==> config.mk <==
export PLATFORM = sky130hd
export DESIGN_NAME = dac_spi
export DESIGN_NICKNAME = d
export VERILOG_FILES = /design/src/rtl/dac_spi_pkg.sv /design/src/rtl/sclk_tick.sv /design/src/rtl/dac_spi.sv
export SDC_FILE = /design/constraint.sdc
export NUM_CORES = 1
export LEC_CHECK = 0
export ABC_CLOCK_PERIOD_IN_PS = 4000
export CAP_MARGIN = 20
export CELL_PAD_IN_SITES_DETAIL_PLACEMENT = 1
export CELL_PAD_IN_SITES_GLOBAL_PLACEMENT = 2
export CORE_UTILIZATION = 37
export DETAILED_ROUTE_END_ITERATION = 16
export PLACE_DENSITY = 0.9
export SYNTH_ARGS = -nofsm -noshare
export SYNTH_HDL_FRONTEND = slang
export SYNTH_SLANG_ARGS = --single-unit
export TNS_END_PERCENT = 100
==> constraint.sdc <==
create_clock -name clock -period 4 [get_ports clock]
set_clock_uncertainty 0.05 [all_clocks]
set_input_delay 0.4 -clock clock [delete_from_list [all_inputs] [get_ports clock]]
set_output_delay 0.4 -clock clock [all_outputs]
set_load 0.01 [all_outputs]
==> src/rtl/dac_spi_pkg.sv <==
// Shared types and default configuration for the dac_spi SPI master.
package dac_spi_pkg;

    localparam int unsigned WORD_W_DEF  = 16;
    localparam int unsigned CLK_DIV_DEF = 4;
    localparam int unsigned CS_GAP_DEF  = 2;

    typedef enum logic [2:0] {
        StIdle,
        StSetup,
        StShift,
        StHold,
        StGap
    } state_e;

endpackage

==> src/rtl/sclk_tick.sv <==
// Half-period timebase: one-cycle tick every CLK_DIV cycles while enabled.
module sclk_tick
    import dac_spi_pkg::*;
#(
    parameter int unsigned CLK_DIV = CLK_DIV_DEF
) (
    input  logic clock,
    input  logic reset,
    input  logic enable,
    output logic tick
);

    localparam int unsigned CW = $clog2(CLK_DIV + 1);
    localparam logic [CW-1:0] CntLast = CW'(CLK_DIV - 1);

    logic [CW-1:0] cnt_q, cnt_d;

    assign tick = enable && (cnt_q == CntLast);

    always_comb begin
        cnt_d = cnt_q;
        if (!enable || tick) begin
            cnt_d = '0;
        end else begin
            cnt_d = cnt_q + 1'b1;
        end
    end

    always_ff @(posedge clock or posedge reset) begin
        if (reset) begin
            cnt_q <= '0;
        end else begin
            cnt_q <= cnt_d;
        end
    end

endmodule

==> src/rtl/dac_spi.sv <==
// SPI mode-0 master for a DAC: one word per frame, MSB first, framed by active-low CS.
// Define DAC_SPI_LDAC_EN to add the active-low LDAC load strobe after each frame.
module dac_spi
    import dac_spi_pkg::*;
#(
    parameter int unsigned WORD_W  = WORD_W_DEF,
    parameter int unsigned CLK_DIV = CLK_DIV_DEF,
    parameter int unsigned CS_GAP  = CS_GAP_DEF
) (
    input  logic              clock,
    input  logic              reset,
    input  logic [WORD_W-1:0] data_in,
    input  logic              valid,
    output logic              ready,
    output logic              cs,
    output logic              sclk,
    output logic              mosi,
    output logic              done
`ifdef DAC_SPI_LDAC_EN
    ,
    output logic              ldac
`endif
);

    localparam int unsigned BCW = $clog2(WORD_W + 1);
    localparam int unsigned GCW = $clog2(CS_GAP + 1);
    localparam logic [BCW-1:0] BitLast   = BCW'(WORD_W);
    localparam logic [GCW-1:0] GapLast   = GCW'(CS_GAP);
    localparam logic [GCW-1:0] GapLastM1 = GCW'(CS_GAP - 1);

    state_e            state_q, state_d;
    logic [WORD_W-1:0] shreg_q, shreg_d;
    logic [BCW-1:0]    bit_cnt_q, bit_cnt_d;
    logic [GCW-1:0]    gap_cnt_q, gap_cnt_d;
    logic              sclk_q, sclk_d;
    logic              done_q, done_d;
    logic              run_q;
    logic              tick;
    logic              tick_en;
    logic              in_frame;
    logic              ldac_idle;

    // The DONE cycle sits ahead of the gap count, so the timebase restarts after it.
    assign tick_en = (state_q != StIdle) && !done_q;

    sclk_tick #(
        .CLK_DIV(CLK_DIV)
    ) u_sclk_tick (
        .clock (clock),
        .reset (reset),
        .enable(tick_en),
        .tick  (tick)
    );

    assign in_frame = (state_q == StSetup) || (state_q == StShift) || (state_q == StHold);
    assign cs       = !in_frame;
    assign sclk     = sclk_q;
    assign mosi     = in_frame && shreg_q[WORD_W-1];
    assign ready    = run_q && (state_q == StIdle);
    assign done     = done_q;

    always_comb begin
        state_d   = state_q;
        shreg_d   = shreg_q;
        bit_cnt_d = bit_cnt_q;
        gap_cnt_d = gap_cnt_q;
        sclk_d    = sclk_q;
        done_d    = 1'b0;
        unique case (state_q)
            StIdle: begin
                bit_cnt_d = '0;
                gap_cnt_d = '0;
                if (valid && ready) begin
                    shreg_d = data_in;
                    state_d = StSetup;
                end
            end
            StSetup: begin
                if (tick) begin
                    sclk_d  = 1'b1;
                    state_d = StShift;
                end
            end
            StShift: begin
                // Each bit is a high half then a low half; shift on the falling edge.
                if (tick) begin
                    if (sclk_q) begin
                        sclk_d    = 1'b0;
                        shreg_d   = {shreg_q[WORD_W-2:0], 1'b0};
                        bit_cnt_d = bit_cnt_q + 1'b1;
                    end else if (bit_cnt_q == BitLast) begin
                        state_d = StHold;
                    end else begin
                        sclk_d = 1'b1;
                    end
                end
            end
            StHold: begin
                if (tick) begin
                    state_d = StGap;
                    done_d  = 1'b1;
                end
            end
            StGap: begin
                if (tick && (gap_cnt_q != GapLast)) begin
                    gap_cnt_d = gap_cnt_q + 1'b1;
                end
                if (((gap_cnt_q == GapLast) || (tick && (gap_cnt_q == GapLastM1))) && ldac_idle) begin
                    state_d = StIdle;
                end
            end
            default: state_d = StIdle;
        endcase
    end

    always_ff @(posedge clock or posedge reset) begin
        if (reset) begin
            state_q   <= StIdle;
            shreg_q   <= '0;
            bit_cnt_q <= '0;
            gap_cnt_q <= '0;
            sclk_q    <= 1'b0;
            done_q    <= 1'b0;
            run_q     <= 1'b0;
        end else begin
            state_q   <= state_d;
            shreg_q   <= shreg_d;
            bit_cnt_q <= bit_cnt_d;
            gap_cnt_q <= gap_cnt_d;
            sclk_q    <= sclk_d;
            done_q    <= done_d;
            run_q     <= 1'b1;
        end
    end

`ifdef DAC_SPI_LDAC_EN
    localparam int unsigned CDW = $clog2(CLK_DIV + 1);
    localparam logic [CDW-1:0] LdacLast = CDW'(CLK_DIV - 1);

    logic           ldac_q, ldac_d;
    logic [CDW-1:0] ldac_cnt_q, ldac_cnt_d;

    assign ldac      = ldac_q;
    assign ldac_idle = ldac_q && !done_q;

    always_comb begin
        ldac_d     = ldac_q;
        ldac_cnt_d = ldac_cnt_q;
        if (done_q) begin
            ldac_d     = 1'b0;
            ldac_cnt_d = '0;
        end else if (!ldac_q) begin
            if (ldac_cnt_q == LdacLast) begin
                ldac_d     = 1'b1;
                ldac_cnt_d = '0;
            end else begin
                ldac_cnt_d = ldac_cnt_q + 1'b1;
            end
        end
    end

    always_ff @(posedge clock or posedge reset) begin
        if (reset) begin
            ldac_q     <= 1'b1;
            ldac_cnt_q <= '0;
        end else begin
            ldac_q     <= ldac_d;
            ldac_cnt_q <= ldac_cnt_d;
        end
    end
`else
    assign ldac_idle = 1'b1;
`endif

endmodule
# Word level (Yosys, flattened, before mapping)
# Cells that the tools add are included.
# totals
regBits,32
inputBits,19
# op_classes
addsub,3
eq_ne,18
n_mux,25
n_reduce_logical,24
# op_table
op,n
16-bit 2-to-1 mux,3
16-bit one-hot mux with 2 select lines,1
3-bit 2-to-1 mux,8
"2-bit != test, second input constant",8
3-bit one-hot mux with 5 select lines,1
5-bit 2-to-1 mux,2
5-bit one-hot mux with 2 select lines,1
"3-bit by 2-bit equality test with 1-bit output, second input constant",3
1-bit logical AND,7
7-bit AND reduction,1
1-bit 2-to-1 mux,6
3-bit AND reduction,2
2-bit nonzero test,3
"5-bit by 1-bit adder with 5-bit output, second input constant",1
"5-bit equality test, second input constant",1
1-bit logical OR,4
"2-bit by 1-bit != test with 1-bit output, second input constant",2
2-bit one-hot mux with 2 select lines,1
4-bit AND reduction,1
"3-bit by 1-bit adder with 3-bit output, second input constant",1
"3-bit by 1-bit equality test with 1-bit output, second input constant",1
"3-bit equality test, second input constant",1
1-bit logical NOT,3
3-bit logical NOT,1
other kinds (7),7

# Logic depth before layout (Yosys ltp)
# Gate-level depths: netlist of the first run.
# logic_depth
depth_word,7
ltp_mapped,7
depth_no_buf,6

# Hierarchy
# From an unflattened synthesis of the first run, not the netlist that was laid out.
# unflattened
cells_unflattened,142
area_unflattened_um2,1681.6
# by_module_without_submodules
mod,n_inst,cells_per_inst,area_each_um2,seq_area_each_um2
dac_spi,1,131,1542.7,725.7
sclk_tick,1,11,138.9,75.1

# Least setup slack after synthesis of the first run
# OpenSTA, ideal clock, no wires.
# synth_path
kind,reg2reg
startpoint,reg u_sclk_tick.cnt_q[0]
endpoint,reg bit_cnt_q[3]
t_arrival_ns,1.521
required_time_ns,3.829
setup_slack_ns,2.308
path_stages_with_launch,7
path_buffers,0
cell_sequence,dfrtp_1 ha_1 ha_1 nand3b_1 nor4_1 mux2_2 a22o_1
# synth_via
elab_chain_len,4
# synth_rtl
element,line,text
from (decl),sclk_tick.sv:16,"logic [CW-1:0] cnt_q, cnt_d;"
from (signal assigned),sclk_tick.sv:33,cnt_q <= cnt_d;
3-bit by 2-bit equality test with 1-bit output,sclk_tick.sv:18,assign tick = enable && (cnt_q == CntLast);
1-bit logical AND,sclk_tick.sv:18,
2-bit != test (no line),-,
3-bit AND reduction (no line),-,
to (signal assigned),dac_spi.sv:128,bit_cnt_q <= bit_cnt_d;
to (decl),dac_spi.sv:33,"logic [BCW-1:0] bit_cnt_q, bit_cnt_d;"
# No other way between the ends.
# A chain may end at the register's enable or synchronous reset.

# Final worst setup path of the first run
# layout_path
startpoint,reg state_q[1]
endpoint,out mosi
# layout_via
elab_chain_len,4
elab_cells_between_ends,6
# layout_rtl
element,line,text
from (decl),dac_spi.sv:31,"state_e state_q, state_d;"
from (signal assigned),dac_spi.sv:118,state_q <= StIdle;
from (signal assigned),dac_spi.sv:126,state_q <= state_d;
3-bit by 1-bit equality test with 1-bit output / 3-bit by 2-bit equality test with 1-bit output (equally long branches),dac_spi.sv:55,assign in_frame = (state_q == StSetup) || (state_q == StShift) || (state_q == StHold);
1-bit logical OR,dac_spi.sv:55,
1-bit logical OR (*),dac_spi.sv:55,
1-bit logical AND (*),dac_spi.sv:58,assign mosi = in_frame && shreg_q[WORD_W-1];
to (decl),dac_spi.sv:17,"output logic mosi,"
# Mark *: on every way between the ends. The rest lies on a longest branch, timed or not.

==> results of run 1 <==
==> registers in the layout, summed over array words and instances (netlist names) <==
register	count
bit_cnt_q	5
done	1
gap_cnt_q	2
run_q	1
sclk	1
shreg_q	16
state_q	3
u_sclk_tick.cnt_q	3
==> worst paths after layout <==
path,start,to,slack [ns],cells after the start
setup / recovery,state_q[1],mosi,1.47,4
hold / removal,u_sclk_tick.cnt_q[0],u_sclk_tick.cnt_q[0],0.39,1
setup reg to reg,u_sclk_tick.cnt_q[0],bit_cnt_q[4],1.88,6
hold reg to reg,u_sclk_tick.cnt_q[0],u_sclk_tick.cnt_q[0],0.39,1
max in group asynchronous,reset,run_q,3.13,3
min in group asynchronous,reset,shreg_q[3],0.46,3
==> kinds of logic after synthesis <==
| kind of cell | count (synthesis) | share of synthesized area |
|---|---|---|
| and+or+nand+nor | 56 | 0.159 |
| AOI/OAI and AO/OA | 39 | 0.170 |
| DFF | 32 | 0.455 |
| buffers and inverters | 23 | 0.0696 |
| muxes | 17 | 0.0974 |
| adders and majority gates | 6 | 0.0426 |
| other | 1 | 0.00213 |
| xor gates and xnor gates | 1 | 0.00498 |
==> per-stage QoR <==
| stage | std cells | setup WS, ns | util | hold WS [ns] |
|---|---|---|---|---|
| 4_1_cts | 249 | 1.46 | 0.470 | 0.393 |
| 3_5_place_dp | 241 | 1.78 | 0.445 | 0.384 |
| 5_1_grt | 249 | 1.36 | 0.470 | 0.426 |
| 2_1_floorplan | 175 | 2.31 | - | 0.360 |
| 3_3_place_gp | 241 | 1.83 | 0.445 | 0.369 |
| 6_report | 249 | 1.47 | 0.470 | 0.386 |
==> synthesized netlist by cell type (all sizes together) (3+ instances only) <==
cell    instances
nor2           29
o211ai          3
ha              6
o21ai           5
buf            10
mux2i          16
o31ai           4
nand3           6
nor4            3
a21oi          19
inv            12
dfrtp          32
nand2           4
==> worst max-delay path, stage by stage (launching register included) <==
cell and delay, ns:
dfrtp_1 0.65, nor2_1 0.20, or2_2 0.34, nor2_1 0.09, clkdlybuf4s50_1 0.53
==> power by group <==
part	switching [uW]	internal (uW)	leakage [uW]	total [uW]
registers	91.0	429	0.000392	520
logic	328	251	0.000497	580
clock network	119	185	0.0000552	304
total	539	865	0.000944	1400
==> final cells by class <==
| type | instances | area (um^2) | area share |
|---|---|---|---|
| Tap cell | 52 | 65.1 | 0.0310 |
| Multi-Input combinational cell | 120 | 837 | 0.398 |
| Clock buffer | 6 | 72.6 | 0.0345 |
| Timing Repair Buffer | 25 | 245 | 0.117 |
| Clock inverter | 2 | 35.0 | 0.0167 |
| Sequential cell | 32 | 801 | 0.381 |
| Inverter | 12 | 45.0 | 0.0214 |
==> cells in the final DEF, fill, tap and decap left out, types with 3 or more instances in the layout <==
| cell | n |
|---|---|
| dfrtp_1 | 32 |
| nor2_1 | 28 |
| clkdlybuf4s50_1 | 23 |
| mux2i_1 | 16 |
| a21oi_2 | 14 |
| inv_1 | 12 |
| nand3_1 | 6 |
| ha_1 | 6 |
| a21oi_1 | 5 |
| o21ai_0 | 5 |
| clkbuf_8 | 5 |
| o31ai_1 | 4 |
| nor4_1 | 3 |
| nand2_1 | 3 |
| o211ai_1 | 3 |
==> metal layers <==
metal / up-vias / share of wire / global-route usage
met5: - / 0 / 0
met4: 0 / 0.0077 / 0.0400
met3: 5 / 0.020 / 0.0385
met2: 13 / 0.51 / 0.293
met1: 640 / 0.46 / 0.200
li1: 639 / - / -
==> summary.txt, run 1 <==
clock tree buffer depth: 2
All-Layer GR Usage: 0.164
Synth-to-Final Area Change: 19.3%
Initial Util: 0.393
global placement routability congestion: 0.799
CTS clk-pin slew, worst paths: 0.07 ns
Synth top area share: 0.455
largest net degree at the start of global routing: 33
total chip power: 1400 uW
CTS Buf Count: 5
root buffer cell: clkbuf_8
DRT iter0 DRCs: 118
Die Height: 71.0 um
worst slew pin tran: 0.630 ns
# diodes: 0
area of the mapped netlist: 1760 um^2
Mapped Nets: 200
CTS Hold Bufs: 0
vias per inst: 5.21
top_reg_cell synth: dfrtp_1
DP Area: 1990 um^2
share of post-route cells with drive strength above 1: 0.147
WL final: 3.78 mm
H-tree depth: 2
Max Clock Freq: 395 MHz
core area: 4470 um^2
Design Area, Final: 2100 um^2
gate count of the mapped netlist: 175
Fin Setup TNS: 0 ns
max-slew violations: 0
DR pass1 iterations: 4
Leak: 0.000944 uW
die area: 5040 um^2
crit share post-route: 0.634
Yosys reg bits: 32
Rel. slew slack: 0.579
PortBufs: 23
fin crit period: 2.53 ns
CP arrival: 2.08 ns
Post-CTS Resized: 0
PwrDens: 668 nW/um^2
total gr overflow: 0
final net count: 221
RSZ-0062 raised after global routing: false
Max FO, Critical Path: 12
Final setup viols: 0
Critical Path Start Type: flop
vias in the first global route: 1,394
Unique masters post-synth: 41
hold crit path type: reg2reg
vias: 1,297
Layout fillers: 498
initial antenna violation count: 0
TritonCTS clock tree: built
Antenna Violating Nets Remaining: 0
Peak supply drop: 0.344 mV
Worst Setup Path Type: reg2out
later-pin clock latency in the skew report: 0.28 ns
yosys warns: 0
ranking of synthesized cells by area: dfrtp_1 (45%), mux2i_1 (9.1%), a21oi_2 (7.0%), nor2_1 (6.0%), ha_1 (4.3%)
Synth area leader: dfrtp_1
syn_area_per_cell: 10.1 um^2
endpoints failing hold: 0
Async SR Flop Fraction: 1.00
clock sinks: 32
cell row count: 24
detail-routed net length per standard cell: 15.2 um
Post-DP HPWL: 2.70 mm
first-pass GRT wire length: 6.39 mm
Seq/Total Area, Yosys: 0.455
Crit. End Element: primary output
drt drc: 0
status: complete, no violations
DIE WIDTH: 71.0 um
boundary pin count: 24
critical path required time: 3.55 ns
Post-synth EDFFs: 0
max cap viols: 0
setup repair bufs after CTS: 0
(Power assumes the default switching activity.)
==> inputs of run 2 (changes only) <==
- ABC_CLOCK_PERIOD_IN_PS: 4000 -> 2100
- CORE_UTILIZATION: 37 -> 31
- PLACE_DENSITY: 0.9 -> 0.81
- clock period: 4 -> 2.1 ns (I/O delays scaled with it)
==> summary.txt, run 2 (synthesis gave the netlist of run 1 again) <==
WL final: 3.89 mm
Final setup viols: 0
most common cell after layout, fill and taps aside: dfrtp_1
global placement routability congestion: 0.728
met1 wire length: 1.81 mm
Rel. slew slack: 0.664
Die Height: 77.4 um
max cap viols: 0
Antenna Violating Nets Remaining: 0
share of post-route cells with drive strength above 1: 0.177
final net count: 227
RSZ-0062 raised after global routing: false
CP arrival: 1.74 ns
TritonCTS clock tree: built
core area: 5510 um^2
max reg flops: 16
initial antenna violation count: 0
Critical Path Start Type: flop
Fin Setup TNS: 0 ns
max-slew violations: 0
boundary pin count: 24
setup repair bufs after CTS: 0
total gr overflow: 0
met2 wire len: 1.92 mm
clock sinks: 32
# diodes: 0
drt drc: 0
Max Clock Freq: 501 MHz
DP Area: 2080 um^2
detail-routed net length per standard cell: 14.1 um
later-pin clock latency in the skew report: 0.28 ns
clock tree buffer depth: 2
Worst R2R Path Depth: 6
PwrDens: 1280 nW/um^2
Leak: 0.000977 uW
first-pass GRT wire length: 6.64 mm
Design Area, Final: 2180 um^2
Post-CTS Resized: 1
CTS clk-pin slew, worst paths: 0.07 ns
largest net degree at the start of global routing: 33
All-Layer GR Usage: 0.144
Util after Layout: 0.397
total chip power: 2800 uW
CTS Hold Bufs: 0
critical path required time: 1.84 ns
PortBufs: 23
commonest non-fill, non-tap cells in the layout: dfrtp_1 (31), nor2_1 (28), clkdlybuf4s50_1 (23)
Post-DP HPWL: 2.84 mm
WL met3: 87 um
Peak supply drop: 0.499 mV
Initial Util: 0.320
r2r setup slk: 0.27 ns
H-tree depth: 2
DR pass1 iterations: 4
FF-to-FF End: bit_cnt_q[3]
status: complete, no violations
vias: 1,306
endpoints failing hold: 0
reg2reg start: u_sclk_tick.cnt_q[0]
DIE WIDTH: 77.4 um
biggest regs: shreg_q (16), bit_cnt_q (5)
fin crit period: 2.00 ns
die area: 5980 um^2
vias in the first global route: 1,388
Max Used Layer: met4
largest reg by FF count: shreg_q
Max FO, Critical Path: 9
DRT iter0 DRCs: 42
Worst Setup Path Type: reg2out
cell row count: 27
root buffer cell: clkbuf_8
hold crit path type: in2async
Crit. End Element: primary output
Synth-to-Final Area Change: 24.1%
CTS Buf Count: 5
vias per inst: 4.75
worst slew pin tran: 0.499 ns
crit share post-route: 0.951
[run 2: cell types whose count changed in the layout (fill, tap and decap cells not counted), sizes merged]
cell  delta
buf      +6
[run 2: final cells by class]
cell class	instances	area, um^2
Clock buffer	6	72.6
Clock inverter	2	35.0
Fill cell	632	3320
Inverter	12	45.0
Multi-Input combinational cell	120	837
Sequential cell	32	802
Tap cell	72	90.1
Timing Repair Buffer	31	303
[run 2: how the worst max path moves through the flow]
stage                    startpoint           end  slack [ns]  depth (start not counted)
6_report                 state_q[0]          mosi        0.10                          4
5_1_grt                  state_q[0]          mosi       0.004                          4
4_1_cts                  state_q[0]          mosi        0.08                          4
3_5_place_dp   u_sclk_tick.cnt_q[0]  bit_cnt_q[3]        0.27                          6
3_3_place_gp             state_q[0]          mosi        0.34                          4
2_1_floorplan  u_sclk_tick.cnt_q[0]  bit_cnt_q[3]        0.41                          6
[run 2: power breakdown]
part / switching (uW) / total [uW] / internal [uW]
clock: 224 / 576 / 352
sequential: 137 / 957 / 820
combinational: 702 / 1260 / 562
total: 1060 / 2800 / 1730
[run 2: through the flow]
stage	hold WS [ns]	cells	setup WS [ns]
2_1_floorplan	0.276	175	0.408
3_3_place_gp	0.369	267	0.339
3_5_place_dp	0.383	267	0.266
4_1_cts	0.275	275	0.0769
5_1_grt	0.316	275	0.00409
6_report	0.263	275	0.104
[run 2: layer usage]
layer,global-route usage,vias up
met5,0,-
met4,0.0679,0
li1,-,655
met3,0.0247,7
met2,0.237,18
met1,0.184,626
[run 2: critical path, stage by stage (launching register included)]
cell and delay [ns]:
dfrtp_2 0.45, nor2_1 0.07, or2_2 0.30, nor2_1 0.09, clkdlybuf4s50_1 0.54
